==> src/rtl/class_lu_req.sv <==
// Lookup initiator: serializes a full key into three bus beats with a
// 4-cycle start spacing and pairs in-order results with the stored caller tags.
module class_lu_req #(
  parameter int BUS_WIDTH       = 64,
  parameter int KEY_LEN         = 148,
  parameter int VT_AWIDTH       = 16,
  parameter int TAG_WIDTH       = 8,
  parameter int MAX_OUTSTANDING = 16
) (
  input  logic                                   clk,
  input  logic                                   rst_n,
  input  logic                                   req_vld,
  output logic                                   req_rdy,
  input  logic [KEY_LEN-1:0]                     req_key,
  input  logic [TAG_WIDTH-1:0]                   req_tag,
  output logic                                   lu_vld,
  output logic [BUS_WIDTH-1:0]                   lu_key,
  input  logic                                   lu_done,
  input  logic                                   lu_err,
  input  logic                                   lu_hit_miss,
  input  logic [VT_AWIDTH-1:0]                   lu_vid,
  output logic                                   rsp_vld,
  output logic [TAG_WIDTH-1:0]                   rsp_tag,
  output logic                                   rsp_err,
  output logic                                   rsp_hit,
  output logic [VT_AWIDTH-1:0]                   rsp_vid,
  output logic [$clog2(MAX_OUTSTANDING+1)-1:0]   outstanding,
  output logic                                   err_unexp_done
);

  localparam int CW     = $clog2(MAX_OUTSTANDING + 1);
  localparam int PW     = $clog2(MAX_OUTSTANDING);
  localparam int LO_LEN = KEY_LEN - BUS_WIDTH;

  // State names describe what the lu_* output flops are showing this cycle.
  typedef enum logic [2:0] {IDLE, BEAT0, BEAT1, BEAT2, GAP} state_t;

  state_t                 state_reg, state_next;
  logic [LO_LEN-1:0]      key_lo_reg;
  logic                   lu_vld_reg, lu_vld_next;
  logic [BUS_WIDTH-1:0]   lu_key_reg, lu_key_next;
  logic                   rdy_en_reg;
  logic [TAG_WIDTH-1:0]   tag_mem [MAX_OUTSTANDING];
  logic [PW-1:0]          wr_ptr_reg, rd_ptr_reg;
  logic [CW-1:0]          count_reg, count_next;
  logic                   rsp_vld_reg;
  logic [TAG_WIDTH-1:0]   rsp_tag_reg;
  logic                   rsp_err_reg, rsp_hit_reg;
  logic [VT_AWIDTH-1:0]   rsp_vid_reg;
  logic                   err_unexp_reg;
  logic                   accept, pop, unexp;

  assign req_rdy = rdy_en_reg & ((state_reg == IDLE) | (state_reg == GAP)) &
                   (count_reg < CW'(MAX_OUTSTANDING));
  assign accept  = req_vld & req_rdy;
  assign pop     = lu_done & (count_reg != '0);
  assign unexp   = lu_done & (count_reg == '0);

  always_comb begin
    state_next  = state_reg;
    lu_vld_next = 1'b0;
    lu_key_next = '0;
    case (state_reg)
      IDLE, GAP: begin
        if (accept) begin
          state_next  = BEAT0;
          lu_vld_next = 1'b1;
          lu_key_next = req_key[KEY_LEN-1 -: BUS_WIDTH];
        end else begin
          state_next  = IDLE;
        end
      end
      BEAT0: begin
        state_next  = BEAT1;
        lu_vld_next = 1'b1;
        lu_key_next = key_lo_reg[LO_LEN-1 -: BUS_WIDTH];
      end
      BEAT1: begin
        state_next  = BEAT2;
        lu_vld_next = 1'b1;
        lu_key_next = {key_lo_reg[19:0], {(BUS_WIDTH-20){1'b0}}};
      end
      BEAT2: state_next = GAP;
      default: state_next = IDLE;
    endcase
  end

  always_comb begin
    count_next = count_reg;
    case ({accept, pop})
      2'b10:   count_next = count_reg + CW'(1);
      2'b01:   count_next = count_reg - CW'(1);
      default: count_next = count_reg;
    endcase
  end

  always_ff @(posedge clk) begin
    if (!rst_n) begin
      state_reg     <= IDLE;
      lu_vld_reg    <= 1'b0;
      lu_key_reg    <= '0;
      rdy_en_reg    <= 1'b0;
      wr_ptr_reg    <= '0;
      rd_ptr_reg    <= '0;
      count_reg     <= '0;
      err_unexp_reg <= 1'b0;
    end else begin
      state_reg  <= state_next;
      lu_vld_reg <= lu_vld_next;
      lu_key_reg <= lu_key_next;
      rdy_en_reg <= 1'b1;
      count_reg  <= count_next;
      if (accept) wr_ptr_reg <= wr_ptr_reg + PW'(1);
      if (pop)    rd_ptr_reg <= rd_ptr_reg + PW'(1);
      if (unexp)  err_unexp_reg <= 1'b1;
    end
  end

  // Only the mid and tail beats are replayed from the holding register.
  always_ff @(posedge clk) begin
    if (accept) key_lo_reg <= req_key[LO_LEN-1:0];
  end

  always_ff @(posedge clk) begin
    if (accept) tag_mem[wr_ptr_reg] <= req_tag;
  end

  always_ff @(posedge clk) begin
    if (!rst_n) begin
      rsp_vld_reg <= 1'b0;
      rsp_tag_reg <= '0;
      rsp_err_reg <= 1'b0;
      rsp_hit_reg <= 1'b0;
      rsp_vid_reg <= '0;
    end else begin
      rsp_vld_reg <= pop;
      if (pop) begin
        rsp_tag_reg <= tag_mem[rd_ptr_reg];
        rsp_err_reg <= lu_err;
        rsp_hit_reg <= lu_hit_miss;
        rsp_vid_reg <= lu_vid;
      end
    end
  end

  assign lu_vld         = lu_vld_reg;
  assign lu_key         = lu_key_reg;
  assign rsp_vld        = rsp_vld_reg;
  assign rsp_tag        = rsp_tag_reg;
  assign rsp_err        = rsp_err_reg;
  assign rsp_hit        = rsp_hit_reg;
  assign rsp_vid        = rsp_vid_reg;
  assign outstanding    = count_reg;
  assign err_unexp_done = err_unexp_reg;

endmodule
==> config.mk <==
export PLATFORM = sky130hd
export DESIGN_NAME = class_lu_req
export DESIGN_NICKNAME = d
export VERILOG_FILES = /design/src/rtl/class_lu_req.sv
export SDC_FILE = /design/constraint.sdc
export NUM_CORES = 1
export LEC_CHECK = 0
export CELL_PAD_IN_SITES_DETAIL_PLACEMENT = 1
export CELL_PAD_IN_SITES_GLOBAL_PLACEMENT = 2
export CORE_ASPECT_RATIO = 0.6
export CORE_MARGIN = 1
export CORE_UTILIZATION = 34
export DETAILED_ROUTE_END_ITERATION = 7
export PLACE_DENSITY = 0.88
export SLEW_MARGIN = 10
export SYNTH_ARGS = -nofsm -noshare
export SYNTH_HDL_FRONTEND = slang
export SYNTH_SLANG_ARGS = --single-unit
==> constraint.sdc <==
create_clock -name clk -period 4.55 [get_ports clk]
set_input_delay 0.6825 -clock clk [delete_from_list [all_inputs] [get_ports clk]]
set_output_delay 0.6825 -clock clk [all_outputs]
set_load 0.02 [all_outputs]
==> results summary, run 1 <==
The post-synthesis cell type count is 50. Of all nets on the critical path, the largest fanout is 29. The register with the most flip-flops in the layout has 128 of them.

Among all flip-flop cells after synthesis, the most frequent one is edfxtp_1. The die extent in x is ~240 µm. The synthesized-area fraction occupied by xor and xnor cells is less than 1%. The total of flip-flops plus latches after synthesis came out at 322. The leading cell type in the layout, fill and taps excluded is clkdlybuf4s50_1. Compared with the post-synthesis result, the final layout area differs by 34.94%.

The completed layout was analyzed and its total power is 0.007674 W. Summing the areas of all fa, ha and maj instances in the mapped netlist gives less than 1% of the synthesized area. The compound-gate portion of the synthesized area is a little under a tenth.

The maximum ir drop on the vdd rail is about 0.28 mV. After the last flow step, the layout net total stands at 1228. Setup repair after global routing left no endpoint under its margin. The total number of clock tree sinks is between 300 and 400. The H-tree level count is 1.

For the worst-skew pair, the clock arrives at the later sink with an insertion delay of 0.58 ns. The cell at the root of the clock tree is clkbuf_16. The nature of the critical path startpoint is a flip-flop. Counting flops with an async set or reset pin after synthesis yields a share of 0%. The fill cell instance count of the final layout is 3349. After synthesis, the mean cell area works out to approximately 15 µm². The core region is 0.03377 mm². The power per unit of standard cell area is 485.7 mW/mm². In this run the core area contains 52 standard-cell rows. In the routed design, unresolved DRC markers number 0. In the layout the commonest cells are clkdlybuf4s50_1 (276), edfxtp_1 (212), dfxtp_1 (109). The iteration count of the initial detailed-routing pass is 5. After clock tree synthesis, the flow added hold-fix buffers numbering 0. The cell count after synthesis is about 780. Once the floorplan was initialized, standard cells occupied 34.67% of the core. The worst setup path is of the flip-flop to flip-flop kind. The number of post-CTS setup repair buffers is 0. The leakage power of the design came out at 5.175 nW. The synthesized cell area is ~0.012 mm². The hold violation count in the final report is 0.

The number of synthesized flops with an enable pin came out at approximately 210. The flow ran to the end, and the final reports show no timing, DRC or antenna violations. The routed length per instance is around 22 µm. The critical path data required time came out at approximately 5.0 ns.

The aggregate negative setup slack came out at 0 ns. The critical path capture point type is a flip-flop. The initial DRC count came out at between 500 and 600.

Across the routed clock network, the largest skew measured is 0.01601 ns. Summing the sequential cell areas from Yosys gives around three quarters of the chip area. The transition at the pin with the smallest max-transition slack is approximately 1.2 ns. The maximum achievable frequency is 265.7 MHz. The total routed wirelength is 33510 µm. The relative max-transition margin came out at 22.33%.

The number of endpoints failing setup at the final stage is 0. The share of synthesized area spent on multiplexers is between 6 and 7%. Clock tree synthesis inserted a total of 31 buffers. The die extent in y came out at ~150 µm. Entering global routing, the biggest net connects between 150 and 200 pins. During I/O placement, the number of pins put on the boundary was around 280. The maximum number of buffers from clock root to sink is 3. Data arrives at the worst endpoint at 4.23 ns.

The part of the cycle the worst path needs came out at approximately 83%. For this run, the number of Yosys warnings is 0. The number of pins with negative max-slew slack in the final report came to 0.

The quantity of I/O buffers inserted on ports is ~280. After clock tree synthesis, the clock-pin slew on the worst setup and hold paths is roughly 0.060 ns. The post-CTS resize count came out at 0. The final global-route overflow total is 0. In this run the remaining antenna-violating nets after routing total 0. The type of the tightest min-delay check is flip-flop to flip-flop. TritonCTS built the clock tree. The number of nets handed over by synthesis was around 960. The routability congestion estimate from global placement came out at approximately 0.84.

The die footprint is approximately 0.035 mm². The via count of the first global-routing pass came to between 7000 and 8000. The overall via count from detail_route came out at 7612.

The global routing usage summed across all routing layers is a little under a fifth. The vias per cell is around 5.0. The placed wire-length estimate came out at approximately 23000 µm. The tool flagged a number of max-cap violations equal to 0. After synthesis, the largest family of logic cells by area is compound AO/OA/AOI/OAI gates. The first global-routing pass estimated slightly below 50000 µm of wire. The minimum clock period is around 3.8 ns.

The share of final-layout standard cells stronger than drive strength 1 is about 11%. The post-synthesis simple-gate area fraction is under 10%. The initial antenna violation count came out at 1.
## layer usage
metal	GRT usage (%)	share of wire (%)	wire, µm
met5	0	0	0
met4	4.268	2.0	673
met3	3.965	6.6	2222
met2	29.14	46	15440
met1	26.73	45	15170
## cells by family after synthesis
group | count (synthesis)
compound gates | 143
xor+xnor | 10
fa+ha+maj | 9
buf+inv | 61
flops | 322
mux | 46
simple gates | 184
## cell type report
type                       instances  area (µm²)  share of cell area (%)
antenna                            2       5.005                 0.03168
clock buffer                      40       809.5                   5.124
clock inverter                    18       90.09                  0.5703
inverter                           6       22.52                  0.1426
multi-input combinational        392        2861                   18.11
sequential                       322        8569                   54.25
tap                              459       574.3                   3.635
timing repair buffer             288        2865                   18.14
## critical path, stage by stage (launching register included)
cell	delay, ns
dfxtp_1	0.40
or4_4	0.59
o21ai_4	0.80
inv_2	0.31
ha_1	0.44
ha_1	0.39
inv_1	0.07
or3_1	0.38
o311ai_0	0.27
## path summary, 6_finish.rpt
path                        from        endpoint  slack (ns)  depth (start not counted)
setup / recovery  outstanding[1]  outstanding[3]        0.79                          8
hold / removal        rsp_vid[8]      rsp_vid[8]        0.46                          2
setup reg to reg  outstanding[1]  outstanding[3]        0.79                          8
hold reg to reg       rsp_vid[8]      rsp_vid[8]        0.46                          2
## report_power, final
group          switching (W)  total (W)  internal (W)
combinational       0.000984    0.00177      0.000786
sequential          0.000184    0.00357       0.00338
clock                0.00109    0.00234       0.00125
total                0.00225    0.00767       0.00542
## Yosys cell counts, types with 14 or more instances
cell | number | area share, %
a22oi_1 | 50 | 3.2
edfxtp_1 | 212 | 54
a21oi_1 | 20 | 0.86
nand2_2 | 14 | 0.75
dfxtp_1 | 110 | 19
clkbuf_1 | 31 | 0.99
mux2i_1 | 25 | 2.1
a222oi_1 | 20 | 1.7
nor2_1 | 95 | 3.0
a21oi_2 | 19 | 1.4
nand2_1 | 30 | 0.96
mux4_2 | 20 | 3.8
## metrics by stage
stage | worst slack (ns) | cells | utilization, % | instance area (µm²) | hold WS (ns)
floorplan | 0.5741 | 775 | - | 11710 | 0.4586
global placement | 0.9105 | 1467 | 44.10 | 14890 | 0.4483
detailed placement | 0.8172 | 1467 | 44.10 | 14890 | 0.4531
CTS | 0.8037 | 1525 | 46.77 | 15790 | 0.4632
global route | 0.5365 | 1525 | 46.77 | 15790 | 0.4779
finish | 0.7860 | 1527 | 46.78 | 15800 | 0.4593
(Power assumes the default switching activity.)
==> inputs of run 2 (changes only) <==
- clock period: 4.55 -> 3.62 ns (I/O delays scaled with it)
==> run 2 against run 1 <==
Compared with the run above: via count grew 0.68%; routed wire length rose by 0.62%; first-iteration DRC count grew 12%; count of clock-buffer cells in the layout is 4 higher; clock skew increased by 0.0022 ns; final cell count rose by 0.33%; maximum frequency is 34% higher; clock power rose by 34%; worst setup slack gained 0.034 ns; non-clock buffer count up 9; hold slack better by 0.00052 ns; cell area increased by 1.1%.
==> results summary, run 2 (same netlist as run 1, synthesis figures left out) <==
In this run the number of H-tree levels came out at 1. The die footprint came out at 0.03520 mm². The tool flagged a number of max-cap violations equal to 0. The register with the most flip-flops in the layout has between 100 and 150 of them.

The worst setup path is launched from a flip-flop. The kind of cell adding the most delay to the critical path is simple AND/OR/NAND/NOR gates. The share of final-layout standard cells stronger than drive strength 1 came out at around 12%. The number of stages on the worst hold path is 2. The flow ran to the end, and the final reports show no timing, DRC or antenna violations. The iteration count of the initial detailed-routing pass came out at 5. The layout net count came out at 1236. The initial antenna violation count came out at 3.

The CTS buffer count is 30. The clock slew at the register clock pins of the worst setup and hold paths came out at 0.07 ns. The via count of the first global-routing pass is 8070.

The type of the tightest min-delay check is flip-flop to flip-flop. The library cells used most frequently in the layout, excluding fill and tap cells, are clkdlybuf4s50_1 (276), edfxtp_1 (212), dfxtp_1 (109). The total number of clock tree sinks came out at 322.

The area of the multi-input gates is approximately 0.0029 mm². The placed wire-length estimate came out at about 24000 µm. The routed length per instance is ~22 µm. The floorplan step set the die width to roughly 240 µm. The total power of the final layout is slightly below 0.01 W. The leakage power of the design is roughly 5.3 nW.

The count of buffer and inverter cells on the critical path is 1. Dividing the detail-routed via count by the number of cells gives 5.003. The die extent in y came out at 145.7 µm. The critical path data required time is ~4.1 ns. On the final layout, the worst clock skew is ~0.018 ns. After layout, the minimum clock period comes to around 2.8 ns. The routability congestion estimate from global placement came out at about 0.83.

The cell area after layout is 0.01597 mm². After floorplanning, the core was sized to cover ~0.034 mm². For the worst setup path, the data arrival time is 3.28 ns. CTS placed an instance of clkbuf_16 at the clock tree root. Summed over all layers, the routed wires come to 33710 µm. Derived from the worst setup path, the maximum achievable clock frequency is roughly 360 MHz. The area added between synthesis and finish came out at 36.38%.

The maximum number of pins on one net before global-route repair came out at 146. The aggregate negative setup slack is 0 ns. The post-CTS resize count came out at 0. The sequential cells in the finished layout cover a total of 0.008569 mm². The first-pass GRT wire length came out at slightly above 50000 µm.

The number of pins with negative max-slew slack in the final report came out at 0. The maximum ir drop on the vdd rail came out at approximately 0.36 mV. The global routing usage summed across all routing layers came out at between 10% and 20%. The repair_antennas step left the layout with diodes totalling 0. The clock tree from TritonCTS is done.

The number of buffers inserted for hold repair after clock tree synthesis came out at 0. The worst register-to-register path has a depth of 10. Once placement finished, the instance area stood at 0.01499 mm². Setup repair after global routing left no endpoint under its margin. The fill cell instance count of the final layout is 3373. The cell type of the slowest stage on the worst timing path is or4_4. The overall via count from detail_route is 7664. The quantity of I/O buffers inserted on ports is 276.

The number of post-CTS setup repair buffers is 0. The category of the critical setup timing path is flip-flop to flip-flop. The clock insertion delay at the later pin of the skew report came out at roughly 0.57 ns. The count of unresolved DRC violations after routing is 0. The part of the cycle the worst path needs is 77.36%. The power per unit of standard cell area came out at ~620 mW/mm². The clock passes through at most 3 buffers.

The transition at the pin with the smallest max-transition slack is between 1 and 1.5 ns. The hold violation count in the final report is 0. The number of placement rows came out at 52.

The number of endpoints failing setup at the final stage came out at 0. The relative max-transition margin is between 20% and 30%. The initial DRC count is about 630. The critical path capture point type is a flip-flop.

In this run the count of I/O pins placed on the die edge is around 280. The starting utilization of the core area came out at between 30% and 40%. Summed over all layers, the global routing overflow is 0. The antenna violation net count after detailed routing came out at 0. Along the worst path, the maximum fanout reaches 10. The delay of the slowest cell on the worst path is 0.60 ns. The critical path goes through or4_4, o21ai_4, inv_2, ha_1, xor2_1, ha_1, a21oi_1, xor2_1, or3_1, a21oi_1. The final-layout worst hold slack came out at around 0.46 ns. In this run the number of cells on the critical path is 10. The register-to-register setup slack came out at ~0.82 ns. The leading cell type in the layout, fill and taps excluded is clkdlybuf4s50_1.
-- run 2: changes by cell type in the layout (fill, tap and decap cells not counted) --
| cell | delta |
|---|---|
| clkbuf_8 | +6 |
| buf_4 | +7 |
| diode_2 | -2 |
| clkinvlp_4 | -1 |
| clkinvlp_2 | -1 |
| buf_12 | +2 |
| clkinv_8 | +1 |
| clkinv_1 | -5 |
| bufinv_16 | +1 |
| clkbuf_1 | -2 |
| inv_6 | -1 |
-- run 2: routing by layer --
metal | up-vias | share of wire, % | track usage (%)
met3 | 47 | 6.5 | 4.997
met2 | 245 | 46 | 29.60
li1 | 3486 | - | -
met1 | 3884 | 45 | 26.38
met5 | - | 0.033 | 0
met4 | 2 | 1.8 | 3.949
-- run 2: worst min-delay path, delay by kind of cell, from the launching register on --
family / cells / cell delay, ns
flip-flops: 1 / 0.32
AO/OA/AOI/OAI: 1 / 0.04
AND/OR/NAND/NOR: 1 / 0.06
-- run 2: path summary, 6_finish.rpt --
kind                                        to           start
worst max-delay path            outstanding[2]  outstanding[1]
worst min-delay path                rsp_vid[7]      rsp_vid[7]
worst max register to register  outstanding[2]  outstanding[1]
worst min register to register      rsp_vid[7]      rsp_vid[7]
-- run 2: stage by stage --
stage	utilization, %	worst slack, ns	cells
after floorplan	-	0.2759	775
after global placement	44.38	0.7143	1476
after detailed placement	44.38	0.6478	1476
after CTS	47.28	0.8357	1532
after global routing	47.28	0.5977	1532
final	47.28	0.8195	1532
-- run 2: final cells by class --
cell class	instances	share of cell area [%]
inverter	6	0.1411
multi-input combinational	392	17.92
clock inverter	12	0.6034
clock buffer	44	5.540
timing repair buffer	297	18.53
tap	459	3.597
sequential	322	53.67
-- run 2: power by group --
part,switching [W],leakage [nW],total (W),internal [W]
Clock,0.00137,0.485,0.00313,0.00177
Combinational,0.00127,1.97,0.00228,0.00101
Sequential,0.000210,2.83,0.00446,0.00425
==> inputs of run 3 (changes only) <==
- clock period: 3.62 -> 2.6 ns (I/O delays scaled with it)
==> run 3 against run 2 <==
Compared with the run above: count of clock-buffer cells in the layout decreased by 11; cell area up 1.9%; via count rose by 0.37%; sequential cell count did not move; final cell count rose by 1.4%; core utilization up 0.91 points; total power increased by 44%; combinational power grew 49%; critical endpoint unchanged; largest cell class unchanged; largest power group unchanged.
==> results summary, run 3 (same netlist as run 1, synthesis figures left out) <==
The run finished with clean final reports. The number of post-CTS setup repair buffers is 0. The vias per cell is about 5. The maximum number of buffers from clock root to sink is 3. The number of I/O pins is around 280. The starting utilization of the core area came out at approximately a third. In the finished design, the share of the clock period the worst path needs comes to a little over nine tenths. The post-CTS resize count is 0. The cell type of the slowest stage on the worst timing path is or4_4. The delay of the slowest cell on the worst path came out at between 0.5 and 0.6 ns. The register with the most flip-flops in the layout has approximately 130 of them. The initial antenna violation count is 1.

The type of the tightest min-delay check is input pin to flip-flop. Leaving out fill and tap cells, the most frequent cells in the layout are clkdlybuf4s50_1 (276), edfxtp_1 (212), dfxtp_1 (106). The first-pass GRT wire length is roughly 50000 µm.

At the worst endpoint, the required time is between 3 and 4 ns. Headroom to the max-slew limit came out at about 25%. The number of pins with negative max-slew slack in the final report is 0. Clock tree synthesis selected as its root buffer the cell clkbuf_16. The analysis attributes to cell leakage a power of ~5.4 nW. The leading cell type in the layout, fill and taps excluded is clkdlybuf4s50_1. Setup repair after global routing left no endpoint under its margin.

CTS saw about 320 sinks. The sequential standard cell area came out at between 0.008 and 0.009 mm². Along the worst path, the maximum fanout reaches 6. The number of buffers inserted for hold repair after clock tree synthesis is 0. The critical path capture point type is a flip-flop.

The worst slack at placement is -0.07172 ns. The clock slew at the register clock pins of the worst setup and hold paths came out at 0.07 ns. The H-tree level count came out at 1. The global routing usage summed across all routing layers came out at between 15 and 20%. For this run, design rule violations remaining after detail routing come to 0. TritonCTS created 31 clock buffers. The antenna violation net count after detailed routing came out at 0.

The transition at the pin with the smallest max-transition slack is around 1.1 ns. By instance count, the cell type seen most on the critical path is xor2_1. The number of standard cells in the final layout excluding fillers came out at 1554. The routed layout has just under 8000 vias. Dividing the detail-routed wire length by the instance count gives between 20 and 25 µm. The iteration count of the initial detailed-routing pass is 6. At the later pin of the worst-skew pair, clock insertion delay measures just under 0.6 ns. The critical path in this run is classified as flip-flop to flip-flop.

Measured along the x axis, the die boundary spans around 240 µm. The number of cells in the design after placement is ~1500. The area added between synthesis and finish came out at 39.01%. After floorplanning, the core was divided into 52 placement rows. The placed wire-length estimate came out at between 20000 and 25000 µm. The die footprint is between 0.03 and 0.04 mm². TritonCTS built the clock tree. STA classifies the critical path startpoint as a flip-flop.

Summed over all layers, the routed wires come to between 30000 and 40000 µm. The initial DRC count came out at about 560. In the final layout, the multi-input gates occupy about 0.0029 mm².

The number of endpoints failing setup at the final stage came out at 0. The share of final-layout standard cells stronger than drive strength 1 came out at roughly 15%. Timing would allow up to roughly 400 MHz. The fill cell instance count of the final layout is around 3300.

The power per unit of standard cell area came out at 876.4 mW/mm². Summed over all layers, the global routing overflow is 0. The via count of the first global-routing pass came out at about 8000. The layout net count came out at roughly 1300.

The critical path goes through or4_4, o21ai_4, inv_2, ha_4, xor2_1, ha_2, a21oi_2, xor2_1, or3_1, a21oi_1. The number of max-cap violations is 0. The smallest clock period supported by the final layout is computed as between 2 and 2.5 ns.

After routing the design area is around 0.016 mm². The slack of the critical path came out at ~0.11 ns. The quantity of I/O buffers inserted on ports came out at between 200 and 300. For the worst setup path, the data arrival time is ~3.0 ns. The area of the core region is around 0.034 mm². Clock skew on the completed layout was measured at approximately 0.015 ns.

The die extent in y came out at between 100 and 150 µm. The total placed instance area is between 0.015 and 0.02 mm². The maximum ir drop on the vdd rail came out at between 0.4 and 0.5 mV.

The routability congestion estimate from global placement is 0.7443. Entering global routing, the biggest net connects approximately 140 pins. The hold violation count in the final report was 0.
## run 3: power by group
group	internal [W]	total, W	switching [W]
logic	0.00153	0.00340	0.00187
clock network	0.00272	0.00474	0.00202
registers	0.00592	0.00612	0.000204
total	0.0102	0.0143	0.00409
## run 3: final timing paths
check	slack [ns]	startpoint	to	cells past startpoint
setup / recovery	0.11	outstanding[2]	outstanding[2]	10
hold / removal	0.36	req_key[69]	key_lo_reg[69]	1
setup reg to reg	0.11	outstanding[2]	outstanding[2]	10
hold reg to reg	0.46	rsp_vid[0]	rsp_vid[0]	2
## run 3: metal layers
| layer | global-route usage [%] | vias to the layer above | wire length [µm] |
|---|---|---|---|
| met2 | 29.22 | 236 | 15440 |
| met1 | 25.53 | 3876 | 14820 |
| met3 | 4.020 | 50 | 1765 |
| met5 | 0 | - | 0 |
| li1 | - | 3530 | - |
| met4 | 4.713 | 0 | 766 |
## run 3: cell type report
type,count,area share (%)
tap,459,3.529
inverter,6,0.1538
clock buffer,33,4.874
timing repair buffer,316,19.21
clock inverter,25,1.684
antenna,1,0.01538
sequential,322,52.69
multi-input combinational,392,17.84
## run 3: through the flow
step                setup TNS [ns]  hold slack [ns]  total power [W]  utilization [%]
CTS                              0           0.3314          0.01440            48.17
global placement                 0           0.4470         0.009509            45.01
global route                     0           0.3305          0.01488            48.20
floorplan                  -0.2064           0.4177         0.008300                -
detailed placement         -0.1163           0.4540         0.009626            45.01
finish                           0           0.3599          0.01426            48.20
## run 3: worst max-delay path, delay by kind of cell, from the launching register on
family                   cells  cell delay [ns]
AND/OR/NAND/NOR              2             0.86
adder cells (fa/ha/maj)      2             0.43
AO/OA/AOI/OAI                3             0.36
flip-flops                   1             0.34
XOR/XNOR                     2             0.33
buffers and inverters        1             0.09
